File: src/rtl/key_event_decoder_pkg.sv
// Shared types and default timing for the key event decoder.
// State encodings are one-hot; the default counts assume a 50 MHz clock.
package key_evt_pkg;

    typedef enum logic [4:0] {
        IDLE      = 5'b00001,
        PRESS1    = 5'b00010,
        LONG_HOLD = 5'b00100,
        WAIT2     = 5'b01000,
        PRESS2    = 5'b10000
    } state_t;

    localparam int LONG_CNT_DEF = 50_000_000;  // 1 s hold
    localparam int DBL_CNT_DEF  = 15_000_000;  // 300 ms double-click gap

endpackage

File: src/rtl/key_event_decoder_if.sv
// Debounced key in, gesture event pulses out; state is exported for observation.
// key_state is meaningful only in a cycle where key_flag=1 (0=pressed, 1=released).
interface key_event_decoder_if;
    import key_evt_pkg::*;

    logic   key_flag;
    logic   key_state;
    logic   short_press;
    logic   long_press;
    logic   double_click;
    logic   busy;
    state_t state;

    modport master (
        output key_flag, key_state,
        input  short_press, long_press, double_click, busy, state
    );

    modport slave (
        input  key_flag, key_state,
        output short_press, long_press, double_click, busy, state
    );

endinterface

File: src/rtl/key_event_decoder.sv
// Turns debounced key transitions into short-press, long-press and double-click pulses.
// Each gesture produces at most one registered, single-cycle event.
module key_event_decoder
    import key_evt_pkg::*;
#(
    parameter int LONG_CNT = LONG_CNT_DEF,
    parameter int DBL_CNT  = DBL_CNT_DEF,
    parameter int CNT_W    = 26
) (
    input logic                clk,
    input logic                rst,
    key_event_decoder_if.slave evt
);

    localparam logic [CNT_W-1:0] LONG_LAST = CNT_W'(LONG_CNT - 1);
    localparam logic [CNT_W-1:0] DBL_LAST  = CNT_W'(DBL_CNT - 1);

    state_t           state;
    logic [CNT_W-1:0] timer;
    logic [CNT_W-1:0] timer_next;
    logic             short_q;
    logic             long_q;
    logic             dbl_q;
    logic             press_ev;
    logic             release_ev;

    assign press_ev   = evt.key_flag & ~evt.key_state;
    assign release_ev = evt.key_flag &  evt.key_state;

    // Saturating increment so a stuck state can never wrap back into a match.
    assign timer_next = (timer == {CNT_W{1'b1}}) ? timer : timer + CNT_W'(1);

    always_ff @(posedge clk or negedge rst) begin
        if (!rst) begin
            state   <= IDLE;
            timer   <= '0;
            short_q <= 1'b0;
            long_q  <= 1'b0;
            dbl_q   <= 1'b0;
        end else begin
            short_q <= 1'b0;
            long_q  <= 1'b0;
            dbl_q   <= 1'b0;
            case (state)
                IDLE: begin
                    timer <= '0;
                    if (press_ev) begin
                        state <= PRESS1;
                    end
                end
                PRESS1: begin
                    // The hold timeout takes priority over a coincident release.
                    if (timer == LONG_LAST) begin
                        state  <= LONG_HOLD;
                        timer  <= '0;
                        long_q <= 1'b1;
                    end else if (release_ev) begin
                        state <= WAIT2;
                        timer <= '0;
                    end else begin
                        timer <= timer_next;
                    end
                end
                LONG_HOLD: begin
                    timer <= '0;
                    if (release_ev) begin
                        state <= IDLE;
                    end
                end
                WAIT2: begin
                    // A second press on the last window cycle still counts as a double click.
                    if (press_ev) begin
                        state <= PRESS2;
                        timer <= '0;
                    end else if (timer == DBL_LAST) begin
                        state   <= IDLE;
                        timer   <= '0;
                        short_q <= 1'b1;
                    end else begin
                        timer <= timer_next;
                    end
                end
                PRESS2: begin
                    timer <= '0;
                    if (release_ev) begin
                        state <= IDLE;
                        dbl_q <= 1'b1;
                    end
                end
                default: begin
                    state <= IDLE;
                    timer <= '0;
                end
            endcase
        end
    end

    assign evt.short_press  = short_q;
    assign evt.long_press   = long_q;
    assign evt.double_click = dbl_q;
    assign evt.busy         = (state != IDLE);
    assign evt.state        = state;

endmodule

File: src/flat_wrapper.sv
// flat-port wrapper written by rule: the top's interface ports become plain ports
module key_event_decoder_flat import key_evt_pkg::*;
#(
    parameter int LONG_CNT = LONG_CNT_DEF,
    parameter int DBL_CNT  = DBL_CNT_DEF,
    parameter int CNT_W    = 26
)
  (clk, rst, evt_key_flag, evt_key_state, evt_short_press, evt_long_press, evt_double_click, evt_busy, evt_state);
  key_event_decoder_if evt_i ();
  input logic clk;
  input logic rst;
  input wire logic [$bits(evt_i.key_flag)-1:0] evt_key_flag;
  input wire logic [$bits(evt_i.key_state)-1:0] evt_key_state;
  output wire logic [$bits(evt_i.short_press)-1:0] evt_short_press;
  output wire logic [$bits(evt_i.long_press)-1:0] evt_long_press;
  output wire logic [$bits(evt_i.double_click)-1:0] evt_double_click;
  output wire logic [$bits(evt_i.busy)-1:0] evt_busy;
  output wire logic [$bits(evt_i.state)-1:0] evt_state;
  assign evt_i.key_flag = evt_key_flag;
  assign evt_i.key_state = evt_key_state;
  assign evt_short_press = evt_i.short_press;
  assign evt_long_press = evt_i.long_press;
  assign evt_double_click = evt_i.double_click;
  assign evt_busy = evt_i.busy;
  assign evt_state = evt_i.state;
  key_event_decoder #(.LONG_CNT(LONG_CNT), .DBL_CNT(DBL_CNT), .CNT_W(CNT_W)) u_core (.clk(clk), .rst(rst), .evt(evt_i));
endmodule
File: config.mk
export PLATFORM = sky130hd
export DESIGN_NAME = key_event_decoder_flat
export DESIGN_NICKNAME = d
export VERILOG_FILES = /design/src/rtl/key_event_decoder_pkg.sv /design/src/rtl/key_event_decoder_if.sv /design/src/rtl/key_event_decoder.sv /design/src/flat_wrapper.sv
export SDC_FILE = /design/constraint.sdc
export NUM_CORES = 1
export LEC_CHECK = 0
export ABC_AREA = 1
export CORE_MARGIN = 10
export CORE_UTILIZATION = 29
export DETAILED_ROUTE_END_ITERATION = 10
export PLACE_DENSITY_LB_ADDON = 0.1
export SYNTH_ARGS = -nofsm -noshare
export SYNTH_HDL_FRONTEND = slang
export SYNTH_SLANG_ARGS = --single-unit
File: constraint.sdc
create_clock -name clk -period 3 [get_ports clk]
set_input_delay 0.3 -clock clk [delete_from_list [all_inputs] [get_ports clk]]
set_output_delay 0.3 -clock clk [all_outputs]
set_load 0.01 [all_outputs]
==> reports/qor.yml <==
status: "completed"
nets: 371
max_freq_ghz: 0.448
gp_congestion: 0.871
die_y_um: 111
drt_wl_total_mm: 6.76
cts_resized: 0
ctsHoldBuffers: 0
cts_tree: "done"
power_density_nw_per_um2: 421
yosysWarnings: 0
min_period_ps: 2230
drive_gt1_share_pct: 10.9
cp.arrival_ps: 2410
worstSkewPairLatency_ps: 290
synth_nets: 357
reg2regPathDepth: 10
reg2reg_slack_ps: 770
finClkSkew_ps: 10.5
fin_setup_tns_ps: 0
post_synth_num_cell_types: 26
cts_setup_buffers: 0
dieArea_sq_um: 12300
netlist_instances: 352
finalMaxSlewViolations: 0
grt_first_pass_wirelength_mm: 11.1
worstMarginPinSlew_ps: 827
grtUsageTotal_pct: 11.0
slew_headroom_pct: 44.9
initialDrtViolationCount: 147
area_growth_pct: 11.5
start_util_pct: 29.5
clk_pin_slew_ps: 80
worstSetupPathType: "flop to flop"
grt_overflow: 0
remaining_drc_errors: 0
worst_r2r_endpoint: "u_core.timer[0]"
cts_buffers: 5
ios: 13
antenna_found_initial: 0
min_path_type: "input pin to async pin"
period_share_pct: 74.3
wl_per_cell_um: 14.3
rsz0062_at_grt: "false"
root_buffer: "clkbuf_8"
cts_max_level: 2
crit_required_ps: 3180
synth_top_cell_by_area: "dfrtp_1"
synth_area_sq_um: 2400
core_sq_um: 8130
ys_seq_area_share_pct: 35.5
finalPower_uw: 1130
cp-end-kind: "flop"
die_x_um: 111
dr.pass1.iters: 4
r2r_start: "u_core.timer[0]"
via_per_inst: 4.53
setup_viol: 0
cts_buffer_depth: 2
avgSynthCellArea_sq_um: 6.82
ys_seq_elements: 34
drv_cap: 0
critPathLaunchType: "flop"
grt_pass1_vias: 2106
drtAntennaViolNets: 0
antennaDiodeCount: 0
power.leakage_uw: 0.00123
max-vdd-ir-drop_v: 0.000309
via_count: 2140
grt_max_degree: 35
hpwl_mm: 5.11
hold_viol: 0
path_max_fanout: 12
num_rows: 33
netlist.area_leader.share_pct: 34.4
clock_sinks: 34
port_buffers: 12
yosys-top-cells-area: "dfrtp_1 34%, nand2_1 16%, nor2_1 10%"
-- report_power, final --
part           internal [uW]  switching [uW]  leakage [uW]  total, uW
combinational           94.6             171      0.000712        265
clock                    164             189     0.0000452        353
sequential               485            24.0      0.000470        509
-- registers in the layout, summed over array words and instances, names as in the netlist --
register	cells
u_core.evt.state	5
u_core.timer	26
u_core.evt.long_press	1
u_core.evt.short_press	1
u_core.evt.double_click	1
-- Yosys cell counts --
cell	n
xor2_1	11
and2_1	1
nor2_4	3
xnor2_1	3
nand2_4	1
nand2_2	7
nand3_2	3
dfstp_2	1
nand3_4	1
nor4_1	1
nand4_1	7
nor3_4	1
buf_6	5
nor2_2	6
inv_2	2
o21ai_1	1
o21ai_0	6
inv_1	53
ha_1	1
nand3b_1	1
nand3_1	22
nor2_1	66
dfrtp_1	33
a22oi_2	7
nor3_1	6
nand2_1	103
-- worst max-delay path, stage by stage, from the launching register on --
cell     delay (ps)
dfrtp_1         410
ha_1            300
inv_2            70
nor2_4          170
nand2_2          90
nor2_1           90
nand3_1         130
nand3_2         270
nand2_2         260
inv_2           250
nor2_1           80
-- routing by layer --
metal | GRT usage, % | vias to the layer above | wire length (um)
met5 | 0 | - | 0
met3 | 2.44 | 7 | 340
met1 | 14.7 | 979 | 3290
met4 | 2.86 | 0 | 101
met2 | 17.4 | 48 | 3030
li1 | - | 1106 | -
-- layout make-up --
type | instances | area (sq um)
Clock buffer | 6 | 72.6
Sequential cell | 34 | 852
Tap cell | 105 | 131
Clock inverter | 2 | 13.8
Inverter | 55 | 206
Fill cell | 883 | 5460
Timing Repair Buffer | 12 | 115
Multi-Input combinational cell | 258 | 1290
-- layout by cell type, fill, tap and decap left out, drive strengths merged --
master	instances
nor2	75
xnor2	3
dfstp	1
nand2	111
a22oi	7
ha	1
clkdlybuf4s50	11
nand3	26
clkbuf	6
buf	1
inv	55
clkinv	2
nor4	1
nand4	7
and2	1
o21ai	7
nand3b	1
xor2	11
dfrtp	33
nor3	7
-- stage by stage --
stage               hold WS (ps)  setup WS (ps)  area [sq um]  utilization, %  instances
global placement             445            856          2590            31.9        464
finish                      88.8            770          2680            32.9        472
CTS                          133            759          2680            32.9        472
detailed placement           457            773          2590            31.9        464
floorplan                   4.41           1430          2400               -        352
global route                 168            537          2680            32.9        472
-- logic make-up after synthesis --
group / after synthesis / synth area share [%]
fa+ha+maj: 1 / 0.521
xor+xnor: 14 / 5.11
simple gates: 229 / 42.8
buf+inv: 60 / 10.9
compound gates: 14 / 5.11
flops: 34 / 35.5
-- worst max-delay path by stage --
stage,start,endpoint,cells past startpoint
global placement,u_core.timer[0],u_core.timer[10],10
global route,u_core.timer[0],u_core.timer[10],10
floorplan,u_core.timer[0],u_core.timer[23],11
finish,u_core.timer[0],u_core.timer[0],10
CTS,u_core.timer[0],u_core.timer[0],10
detailed placement,u_core.timer[0],u_core.timer[0],10
Note: power is estimated with default switching activity, not from simulation.
==> RTL change: new RTL, same settings <==
`CNT_W` is set to 26 in 2 places; all go to 52.
--- a/src/rtl/key_event_decoder.sv
+++ b/src/rtl/key_event_decoder.sv
@@ -6,5 +6,5 @@
     parameter int LONG_CNT = LONG_CNT_DEF,
     parameter int DBL_CNT  = DBL_CNT_DEF,
-    parameter int CNT_W    = 26
+    parameter int CNT_W    = 52
 ) (
     input logic                clk,
--- a/src/flat_wrapper.sv
+++ b/src/flat_wrapper.sv
@@ -4,5 +4,5 @@
     parameter int LONG_CNT = LONG_CNT_DEF,
     parameter int DBL_CNT  = DBL_CNT_DEF,
-    parameter int CNT_W    = 26
+    parameter int CNT_W    = 52
 )
   (clk, rst, evt_key_flag, evt_key_state, evt_short_press, evt_long_press, evt_double_click, evt_busy, evt_state);
Behaviour: no difference found for any inputs over 10 cycles, from zero or initial values and one cycle with rst low; that may be too few to reach the edited logic, so the function may still have changed.
==> RTL change against the original RTL <==
Sequential power rose by 69%; synthesized cell count rose by 93%; synthesized area rose by 80%; highest routed layer unchanged; worst setup slack got worse by 0.15 ns; sequential cell count rose by 26; wire length rose by 110%; largest power group is now the clock network; power rose by 93%; critical path type unchanged; cell count rose by 88%; design area rose by 83%; first-iteration DRC count rose by 86%.
==> RTL change: results (changes against the original RTL) <==
Yosys
  – Register area share after synthesis: 34.8% (was 35.5%)
  – Synth Area in Compound Gates: 5.86% (was 5.11%)
  – Synthesis Warnings: 0 (unchanged)
  – Share of the synthesized area in the top cell type: 34.2% (was 34.4%)
  – Post-synth cell types: 30 (was 26)
  – Ranking of synthesized cells by area: dfrtp_1 34%, nand2_1 17%, nor2_1 14% (was dfrtp_1 34%, nand2_1 16%, nor2_1 10%)
  – Syn_nets: 685 (was 357)
  – Post-Synthesis Cells: 680 (was 352)
  – Post-synthesis xor/xnor area fraction: 3.05% (was 5.11%)
  – Share of synthesized registers carrying an async set or reset: 100% (unchanged)
  – Post-synth top cells: 199 x nand2_1, 163 x nor2_1, 71 x inv_1 (was 103 x nand2_1, 66 x nor2_1, 53 x inv_1)
  – Adder-Cell Fraction of Synth Area: 0.290% (was 0.521%)

Place
  – Placer Congestion: 0.926 (was 0.871)
  – Worst slack at placement: 0.640 ns (was 0.773 ns)
  – Placed instance count: 870 (was 464)
  – Placed inst area: 4610 um^2 (was 2590 um^2)
  – IO Port Bufs: 12 (unchanged)
  – DPL Wire Length: 11300 um (was 5110 um)

Clock tree
  – Worst skew pair latency: 0.35 ns (was 0.29 ns)
  – Clock-pin slew on the worst setup and hold paths: 0.05 ns (was 0.08 ns)
  – Root buffer cell: clkbuf_16 (was clkbuf_8)
  – H-tree depth: 3 (was 2)
  – CTS hold repair buffers: 1 (was 0)
  – TritonCTS Buffers: 9 (was 5)
  – Post_cts resized: 0 (unchanged)

Finish
  – Layout cells sized above 1: 6.40% (was 10.9%)
  – Final core occ: 33.7% (was 32.9%)
  – # fillers: 1642 (was 883)
  – Largest registers: u_core.timer (52), u_core.evt.state (5) (was u_core.timer (26), u_core.evt.state (5))
  – Final #Nets: 703 (was 371)

GRT
  – Vias in the first global route: 4126 (was 2106)
  – Largest net degree at the start of global routing: 45 (was 35)
  – Antenna violations before repair: 0 (unchanged)
  – GRT Total Usage: 15.0% (was 11.0%)
  – Global-route wire length before repair: 23300 um (was 11100 um)

Drt
  – Drt pass-1 iters: 5 (was 4)
  – Vias: 4300 (was 2140)
  – Vias per cell: 4.85 (was 4.53)
  – Starting DRT DRC Count: 273 (was 147)
  – DR WL/cell: 16.4 um (was 14.3 um)

Worst setup path
  – Worst path max stage delay: 0.48 ns (was 0.41 ns)
  – CP max FO: 8 (was 12)
  – R2r worst-path depth: 11 (was 10)
  – CP arrival: 2.62 ns (was 2.41 ns)
  – Reg2reg end: u_core.timer[50]$_DFF_PN0_ (was u_core.timer[0]$_DFF_PN0_)

Timing
  – PnR worst setup slack: 0.622 ns (was 0.770 ns)
  – Skew final: 0.00490 ns (was 0.0105 ns)
  – Worst slew pin tran: 0.604 ns (was 0.827 ns)
  – Hold Worst Slack: 0.414 ns (was 0.0888 ns)

Pwr
  – Sw power: 624 uW (was 383 uW)
  – Leakage: 0.00221 uW (was 0.00123 uW)
  – Peak supply drop: 0.208 mV (was 0.309 mV)

Run status
  – Outcome: finished clean (unchanged)
==> RTL change: power by group through the flow <==
| stage | Sequential (uW) | Clock (uW) | Combinational, uW |
|---|---|---|---|
| floorplan | 875 | 0 | 224 |
| CTS | 862 | 1010 | 343 |
| global placement | 875 | 0 | 344 |
| finish | 862 | 985 | 332 |
| global route | 866 | 1050 | 376 |
| detailed placement | 876 | 0 | 340 |
==> RTL change: area by class of cell <==
type                            instances  area share (%)
Clock inverter                          2           0.204
Timing Repair Buffer                   17            3.42
Multi-Input combinational cell        536            49.9
Tap cell                              184            4.70
Clock buffer                           14            5.39
Inverter                               74            5.67
Sequential cell                        60            30.7
==> RTL change: layer usage <==
metal	part of all wire (%)	vias up	GRT usage (%)
met5	0	-	0
met4	1.8	0	5.76
met3	3.9	16	2.44
met2	44	69	22.2
met1	50	2028	21.4
li1	-	2187	-
